### config.mk
export PLATFORM = sky130hd
export DESIGN_NAME = fsm_control_conmutador
export DESIGN_NICKNAME = d
export VERILOG_FILES = /design/src/rtl/fsm_control_conmutador.sv
export SDC_FILE = /design/constraint.sdc
export NUM_CORES = 1
export LEC_CHECK = 0
export ABC_AREA = 1
export CAP_MARGIN = 20
export CELL_PAD_IN_SITES_DETAIL_PLACEMENT = 0
export CELL_PAD_IN_SITES_GLOBAL_PLACEMENT = 1
export CORE_UTILIZATION = 30
export DETAILED_ROUTE_END_ITERATION = 12
export MAX_ROUTING_LAYER = met4
export PLACE_DENSITY_LB_ADDON = 0.1
export SYNTH_ARGS = -nofsm -noshare
export SYNTH_HDL_FRONTEND = slang
export SYNTH_SLANG_ARGS = --single-unit
### constraint.sdc
create_clock -name i_clk -period 1.9 [get_ports i_clk]
set_input_delay 0.38 -clock i_clk [delete_from_list [all_inputs] [get_ports i_clk]]
set_output_delay 0.38 -clock i_clk [all_outputs]
set_load 0.01 [all_outputs]
### src/rtl/fsm_control_conmutador.sv
// -----------------------------------------------------------------------------
// fsm_control_conmutador
//
// Purpose:
//    Control state machine for a 4-in/4-out FIFO switch. It steps the switch
//    through RESET -> INIT -> IDLE/ACTIVE, and it can enter an absorbing ERROR
//    state. In INIT it latches the almost-full/almost-empty thresholds and
//    drives them back to the FIFOs. An overflow error records the offending
//    FIFO bits, which hold until reset.
//
// Ports:
//    i_clk              system clock, rising edge
//    i_reset            asynchronous active-low reset (0 = in reset)
//    i_init             request to (re)enter INIT and program thresholds
//    i_umbral_alto_in   almost-full threshold to program
//    i_umbral_bajo_in   almost-empty threshold to program
//    i_empty_fifos      per-FIFO empty flags (bits 0-3 in, 4-7 out; 1 = empty)
//    i_overflow_fifos   per-FIFO overflow pulses
//    o_state            current state encoding
//    o_idle_out         high while in IDLE
//    o_active_out       high while in ACTIVE
//    o_error_out        high while in ERROR
//    o_error_src        overflow bits captured on ERROR entry (0 = threshold error)
//    o_umbral_alto_out  active almost-full threshold
//    o_umbral_bajo_out  active almost-empty threshold
// -----------------------------------------------------------------------------
module fsm_control_conmutador #(
   parameter int          NUM_FIFOS = 8,
   parameter int          THR_WIDTH = 3,
   parameter int unsigned DEF_ALTO  = 6,
   parameter int unsigned DEF_BAJO  = 1
) (
   input  logic                 i_clk,
   input  logic                 i_reset,
   input  logic                 i_init,
   input  logic [THR_WIDTH-1:0] i_umbral_alto_in,
   input  logic [THR_WIDTH-1:0] i_umbral_bajo_in,
   input  logic [NUM_FIFOS-1:0] i_empty_fifos,
   input  logic [NUM_FIFOS-1:0] i_overflow_fifos,
   output logic [2:0]           o_state,
   output logic                 o_idle_out,
   output logic                 o_active_out,
   output logic                 o_error_out,
   output logic [NUM_FIFOS-1:0] o_error_src,
   output logic [THR_WIDTH-1:0] o_umbral_alto_out,
   output logic [THR_WIDTH-1:0] o_umbral_bajo_out
);

   typedef enum logic [2:0] {
      ST_RESET  = 3'd0,
      ST_INIT   = 3'd1,
      ST_IDLE   = 3'd2,
      ST_ACTIVE = 3'd3,
      ST_ERROR  = 3'd4
   } state_t;

   localparam logic [THR_WIDTH-1:0] C_DEF_ALTO = THR_WIDTH'(DEF_ALTO);
   localparam logic [THR_WIDTH-1:0] C_DEF_BAJO = THR_WIDTH'(DEF_BAJO);

   state_t                 r_state;
   state_t                 w_state_next;
   logic [NUM_FIFOS-1:0]   r_error_src;
   logic [THR_WIDTH-1:0]   r_umbral_alto;
   logic [THR_WIDTH-1:0]   r_umbral_bajo;

   logic                   w_overflow;
   logic                   w_thr_valid;
   logic                   w_all_empty;
   logic                   w_load_thr;
   logic                   w_enter_error;

   assign w_overflow  = |i_overflow_fifos;
   // A usable window needs the almost-empty level strictly below almost-full.
   assign w_thr_valid = (i_umbral_bajo_in < i_umbral_alto_in);
   assign w_all_empty = &i_empty_fifos;

   // Overflow wins over threshold loading in INIT.
   assign w_load_thr    = (r_state == ST_INIT) && !w_overflow && w_thr_valid;
   assign w_enter_error = (r_state != ST_ERROR) && (w_state_next == ST_ERROR);

   // -------------------------------------------------------------------------
   // State register
   // -------------------------------------------------------------------------
   always_ff @(posedge i_clk or negedge i_reset) begin
      if (!i_reset) begin
         r_state <= ST_RESET;
      end else begin
         r_state <= w_state_next;
      end
   end

   // -------------------------------------------------------------------------
   // Next-state logic: overflow > init > empty status
   // -------------------------------------------------------------------------
   always_comb begin
      w_state_next = ST_RESET;
      case (r_state)
         ST_RESET: begin
            w_state_next = ST_INIT;
         end
         ST_INIT: begin
            if (w_overflow || !w_thr_valid) begin
               w_state_next = ST_ERROR;
            end else if (i_init) begin
               w_state_next = ST_INIT;
            end else begin
               w_state_next = ST_IDLE;
            end
         end
         ST_IDLE: begin
            if (w_overflow) begin
               w_state_next = ST_ERROR;
            end else if (i_init) begin
               w_state_next = ST_INIT;
            end else if (!w_all_empty) begin
               w_state_next = ST_ACTIVE;
            end else begin
               w_state_next = ST_IDLE;
            end
         end
         ST_ACTIVE: begin
            if (w_overflow) begin
               w_state_next = ST_ERROR;
            end else if (i_init) begin
               w_state_next = ST_INIT;
            end else if (w_all_empty) begin
               w_state_next = ST_IDLE;
            end else begin
               w_state_next = ST_ACTIVE;
            end
         end
         ST_ERROR: begin
            w_state_next = ST_ERROR;
         end
         default: begin
            // Unused encodings recover through RESET.
            w_state_next = ST_RESET;
         end
      endcase
   end

   // -------------------------------------------------------------------------
   // Thresholds and error source
   // -------------------------------------------------------------------------
   always_ff @(posedge i_clk or negedge i_reset) begin
      if (!i_reset) begin
         r_umbral_alto <= C_DEF_ALTO;
         r_umbral_bajo <= C_DEF_BAJO;
         r_error_src   <= '0;
      end else begin
         if (w_load_thr) begin
            r_umbral_alto <= i_umbral_alto_in;
            r_umbral_bajo <= i_umbral_bajo_in;
         end
         // A threshold error has no overflow bits set, so the capture
         // naturally records zero for it.
         if (w_enter_error) begin
            r_error_src <= i_overflow_fifos;
         end
      end
   end

   // -------------------------------------------------------------------------
   // Output decode (from registers only, no input-to-output path)
   // -------------------------------------------------------------------------
   always_comb begin
      o_state           = r_state;
      o_idle_out        = (r_state == ST_IDLE);
      o_active_out      = (r_state == ST_ACTIVE);
      o_error_out       = (r_state == ST_ERROR);
      o_error_src       = r_error_src;
      o_umbral_alto_out = r_umbral_alto;
      o_umbral_bajo_out = r_umbral_bajo;
   end

endmodule

## After elaboration in Yosys (flattened, before gate mapping)

Index checks and enable logic that the tools add are counted.

- Order comparisons: 1
- Multiplexer cells: 6
- Reduce and logical (&&, ||, !) cells: 10
- Equal/unequal tests: 6

Operator list:

| kind | count |
|---|---|
| case mux 3 bit (4 select lines) | 1 |
| AND reduction 8 bit | 1 |
| OR reduction 8 bit | 1 |
| equality test 3 x 2 -> 1 bit (second input constant) | 2 |
| equality test 3 bit (second input constant) | 2 |
| two-way mux 3 bit | 2 |
| two-way mux 2 bit | 2 |
| equality test 3 x 1 -> 1 bit (second input constant) | 1 |
| logical AND 1 bit | 3 |
| zero test 3 bit | 1 |
| less-than comparator 3 bit | 1 |
| != test 3 bit (second input constant) | 1 |
| zero test 1 bit | 2 |
| OR reduction 2 bit | 1 |
| logical OR 1 bit | 1 |
| two-way mux 1 bit | 1 |

- Output and inout bits: 20
- Input port bits: 25
- Logic and storage cells: 27
- Bits in registers: 17

## Logic depth before layout (Yosys ltp)

- Depth in word-level cells: 7
- Depth in mapped cells: 11
- Gate-level depth less buffers: 11

## Least setup slack after synthesis

No wires, ideal clock.

- Path kind: input port to flip-flop
- Start: input port i_umbral_alto_in[2]
- End: register r_error_src[0], in the netlist o_error_src[0]
- Required time: 1.783 ns
- Stages: 11
- Library setup time: 0.117 ns
- Setup slack: 0.435 ns
- Data arrival time: 1.348 ns
- Buffers on the path: 0
- Cell sequence: inv_1 ha_1 nand2_1 a21oi_2 nor2_4 nand2_1 nand2_2 nand2_4 nand2_4 nand2_1 nand2_1

- Word-level cells in the longest chain between the ends: 7

RTL lines:

| what | RTL line | text |
|---|---|---|
| start, declared | 36 | `input logic [THR_WIDTH-1:0] i_umbral_alto_in,` |
| less-than comparator 3 bit | 74 | `assign w_thr_valid = (i_umbral_bajo_in < i_umbral_alto_in);` |
| zero test 1 bit | 102 | `if (w_overflow \|\| !w_thr_valid) begin` |
| logical OR 1 bit | 102 |  |
| two-way mux 3 bit | 102 |  |
| case mux 3 bit (4 select lines) | 97 | `case (r_state)` |
| via w_state_next[2] | 61 | `state_t w_state_next;` |
| equality test 3 bit | 79 | `assign w_enter_error = (r_state != ST_ERROR) && (w_state_next == ST_ERROR);` |
| logical AND 1 bit | 79 |  |
| end signal, assigned | 158 | `r_error_src <= i_overflow_fifos;` |
| end, declared | 62 | `logic [NUM_FIFOS-1:0] r_error_src;` |

The timed path passes the listed nets, and every way through them passes these cells.
A chain may end at the register's enable or synchronous reset.

## Final worst setup path

- Start: register r_umbral_bajo[0], in the netlist o_umbral_bajo_out[0]
- End: output port o_umbral_bajo_out[0]

RTL lines:

| what | RTL line | text |
|---|---|---|
| start, declared | 64 | `logic [THR_WIDTH-1:0] r_umbral_bajo;` |
| start signal, assigned | 153 | `r_umbral_bajo <= i_umbral_bajo_in;` |
| end, declared | 46 | `output logic [THR_WIDTH-1:0] o_umbral_bajo_out` |

No word-level cell between the ends.

==> impl_results.md <==
* Clock-pin slew on the worst setup and hold paths at 0.10 ns
* Synth warn at 0
* Top-area cell type share of the netlist area at about 38%
* Die Width at 57.1 um
* PortBufs at 44
* Crit Reg-Reg Endpoint: o_error_src[1]
* Die H at ~57 um
* CP Capture Type: output port
* Total GRT Usage at 13.8%
* Max-cap violations at 0
* Largest net degree at the start of global routing at 15
* Dpl hpwl at about 1.7 mm
* Area leader, netlist: dfrtp_1
* Crit path kind: flop to output port
* Setup violations, final at 0
* Slew Viols, Final at 0
* Synth Area in Simple Gates at about a third
* VDD IR max at between 0.2 and 0.3 mV
* Synth Area in Compound Gates at a little over 9%
* DRT iter0 DRCs at 25
* First-pass GRT wire length at approximately 3.4 mm
* Reg2Reg Depth at 7
* Crit path buffers/inverters at 1
* Via density at roughly 4.5
* Via count at approximately 840
* Kind of start point of the critical path: flop
* Syn-to-layout area delta at 60.5%
* Pwr/cell area at roughly 1100 nW/um^2
* Total Power at 1.54 mW
* Worst-Skew Late Latency at 0.29 ns
* Final hold vios at 0
* # DRC at 8
* Failing checks: DRC
* Core Area at about 2800 sq um
* Initial DRT Pass Iterations at 8
* WP data required at around 1.5 ns
* Clock Sinks at 17
* Cell Chain, Critical Path: clkdlybuf4s50_1
* Setup Slack @ Placement at -0.128 ns
* Crit-path slowest cell: dfstp_2
* Post-Route Skew at around 0.007 ns
* Fill count at between 200 and 300
* Crit path largest cell delay at 0.55 ns
* Crit path max-delay family: flip-flops
* Worst Tran Pin Value at around 0.37 ns
* Top cells by area, synth: dfrtp_1 (38%), nand2_1 (12%), dfstp_2 (8.6%)
* CTS root buffer: clkbuf_4
* H-tree levels at 1
* XOR/XNOR Fraction of Synth Area at 0%
* Leak pwr at slightly below 0.7 nW
* Mapped Avg Cell Area at between 8 and 9 sq um
* Ant. Diodes at 0
* Min Clock Period, post-route at between 1.5 and 2 ns
* Commonest non-fill, non-tap cell in the layout: clkdlybuf4s50_1
* Arr. time, crit path at about 1.4 ns
* DIE AREA at about 3300 sq um
* Reg2reg start: o_state[2]
* Row count at 19
* Vias in the first global route at around 800
* Mapped Cells at between 100 and 150
* Mapped Nets at ~130
* Hold crit path type: input port to asynchronous set/reset pin
* Initial Util at between 30% and 40%
* Post-Synth Adder-Cell Area at 2.74%
* Critical Path Fanout Max at 2
* Total Wirelength at ~2 mm
* CTS buffer count at 3
* DRT antenna net count at 0
* Cell area after synthesis at about 910 sq um
* Nets at around 180
* CTS tree: yes
* Multiplexer share of the synthesized area at 0%
* # IOs at 45
* Flop-to-flop setup slack at between 0.5 and 0.6 ns
* Synth cell types at 21
* Fmax at between 500 and 600 MHz
* Slew Limit Headroom at between 70% and 80%
* Routed length per instance at between 10 and 15 um
* Share of layout cells above drive strength 1 at about 26%
* Seq cells post-synth at 17
* GPL Wtd Cong at approximately 0.71
* Initial antenna violation count at 0
* RSZ-0062 raised after global routing: no
* Total grt overflow at 0
* Clock tree buffer depth at 2
* Part of the cycle the worst path needs at ~92%
* Most frequent cells in the layout: clkdlybuf4s50_1 (41), nand2_1 (29), dfrtp_1 (13)
* Largest family of logic cells by synthesized area: simple AND/OR/NAND/NOR gates
* Sequential share of the synthesized area at a little under half
* Run status: complete, but fails checks
* Final worst slack at around 0.15 ns
==> sequential cells by signal (all words and copies together) (netlist names) <==
name,flops
o_umbral_alto_out,3
o_umbral_bajo_out,3
o_state,3
o_error_src,8
==> stage by stage <==
stage	std cells	instance area [sq um]	util [%]	setup TNS (ns)	hold slack, ns
5_1_grt	187	1460	51.7	0	0.364
2_1_floorplan	102	912	-	0	0.0844
3_5_place_dp	182	1430	50.6	-1.18	0.462
6_report	187	1460	51.7	0	0.359
4_1_cts	187	1460	51.7	0	0.365
3_3_place_gp	182	1430	50.6	-0.968	0.459
==> timing repair <==
action	in CTS	in global routing
hold buffers	0	0
setup buffers	1	0
gates resized for setup	4	0
endpoints found under the setup margin	3	0
==> final cells by class <==
type                            count  area, sq um  area share [%]
Multi-Input combinational cell     72          417            28.5
Clock inverter                      1         5.00           0.342
Sequential cell                    17          430            29.4
Inverter                           11         41.3            2.82
Tap cell                           31         38.8            2.65
Timing Repair Buffer               52          509            34.8
Clock buffer                        3         22.5            1.54
==> where the power goes <==
group	switching, mW	internal [mW]	total [mW]
logic	0.395	0.410	0.805
registers	0.0694	0.475	0.545
clock network	0.112	0.0781	0.190
==> metal layers <==
| layer | wire length [um] | share of wire (%) | track usage (%) |
|---|---|---|---|
| met1 | 879 | 44 | 17.5 |
| met2 | 968 | 48 | 22.0 |
| met3 | 130 | 6.5 | 2.49 |
| met4 | 21 | 1.1 | 5.23 |
| met5 | 0 | 0 | - |
==> worst max path at each step <==
stage / from / endpoint / cells after the start / slack (ns)
after CTS: o_umbral_bajo_out[0] / o_umbral_bajo_out[0] / 1 / 0.14
after floorplan: i_umbral_alto_in[2] / o_error_src[0] / 11 / 0.44
after global routing: i_umbral_alto_in[2] / o_error_src[4] / 12 / 0.05
final: o_umbral_bajo_out[0] / o_umbral_bajo_out[0] / 1 / 0.15
after global placement: i_umbral_alto_in[2] / o_error_src[4] / 12 / -0.12
after detailed placement: i_umbral_alto_in[2] / o_error_src[1] / 12 / -0.13
==> kinds of logic after synthesis <==
logic type / Yosys count
buf+inv: 13
compound gates: 10
fa+ha+maj: 2
simple gates: 60
flops: 17
==> cell usage after synthesis (all sizes together) <==
cell type / number
a21oi: 2
buf: 1
clkbuf: 1
dfrtp: 14
dfstp: 3
ha: 2
inv: 11
nand2: 34
nand3: 11
nand4: 1
nor2: 11
nor3: 3
o21ai: 8
Note: power is estimated with default switching activity, not from simulation.
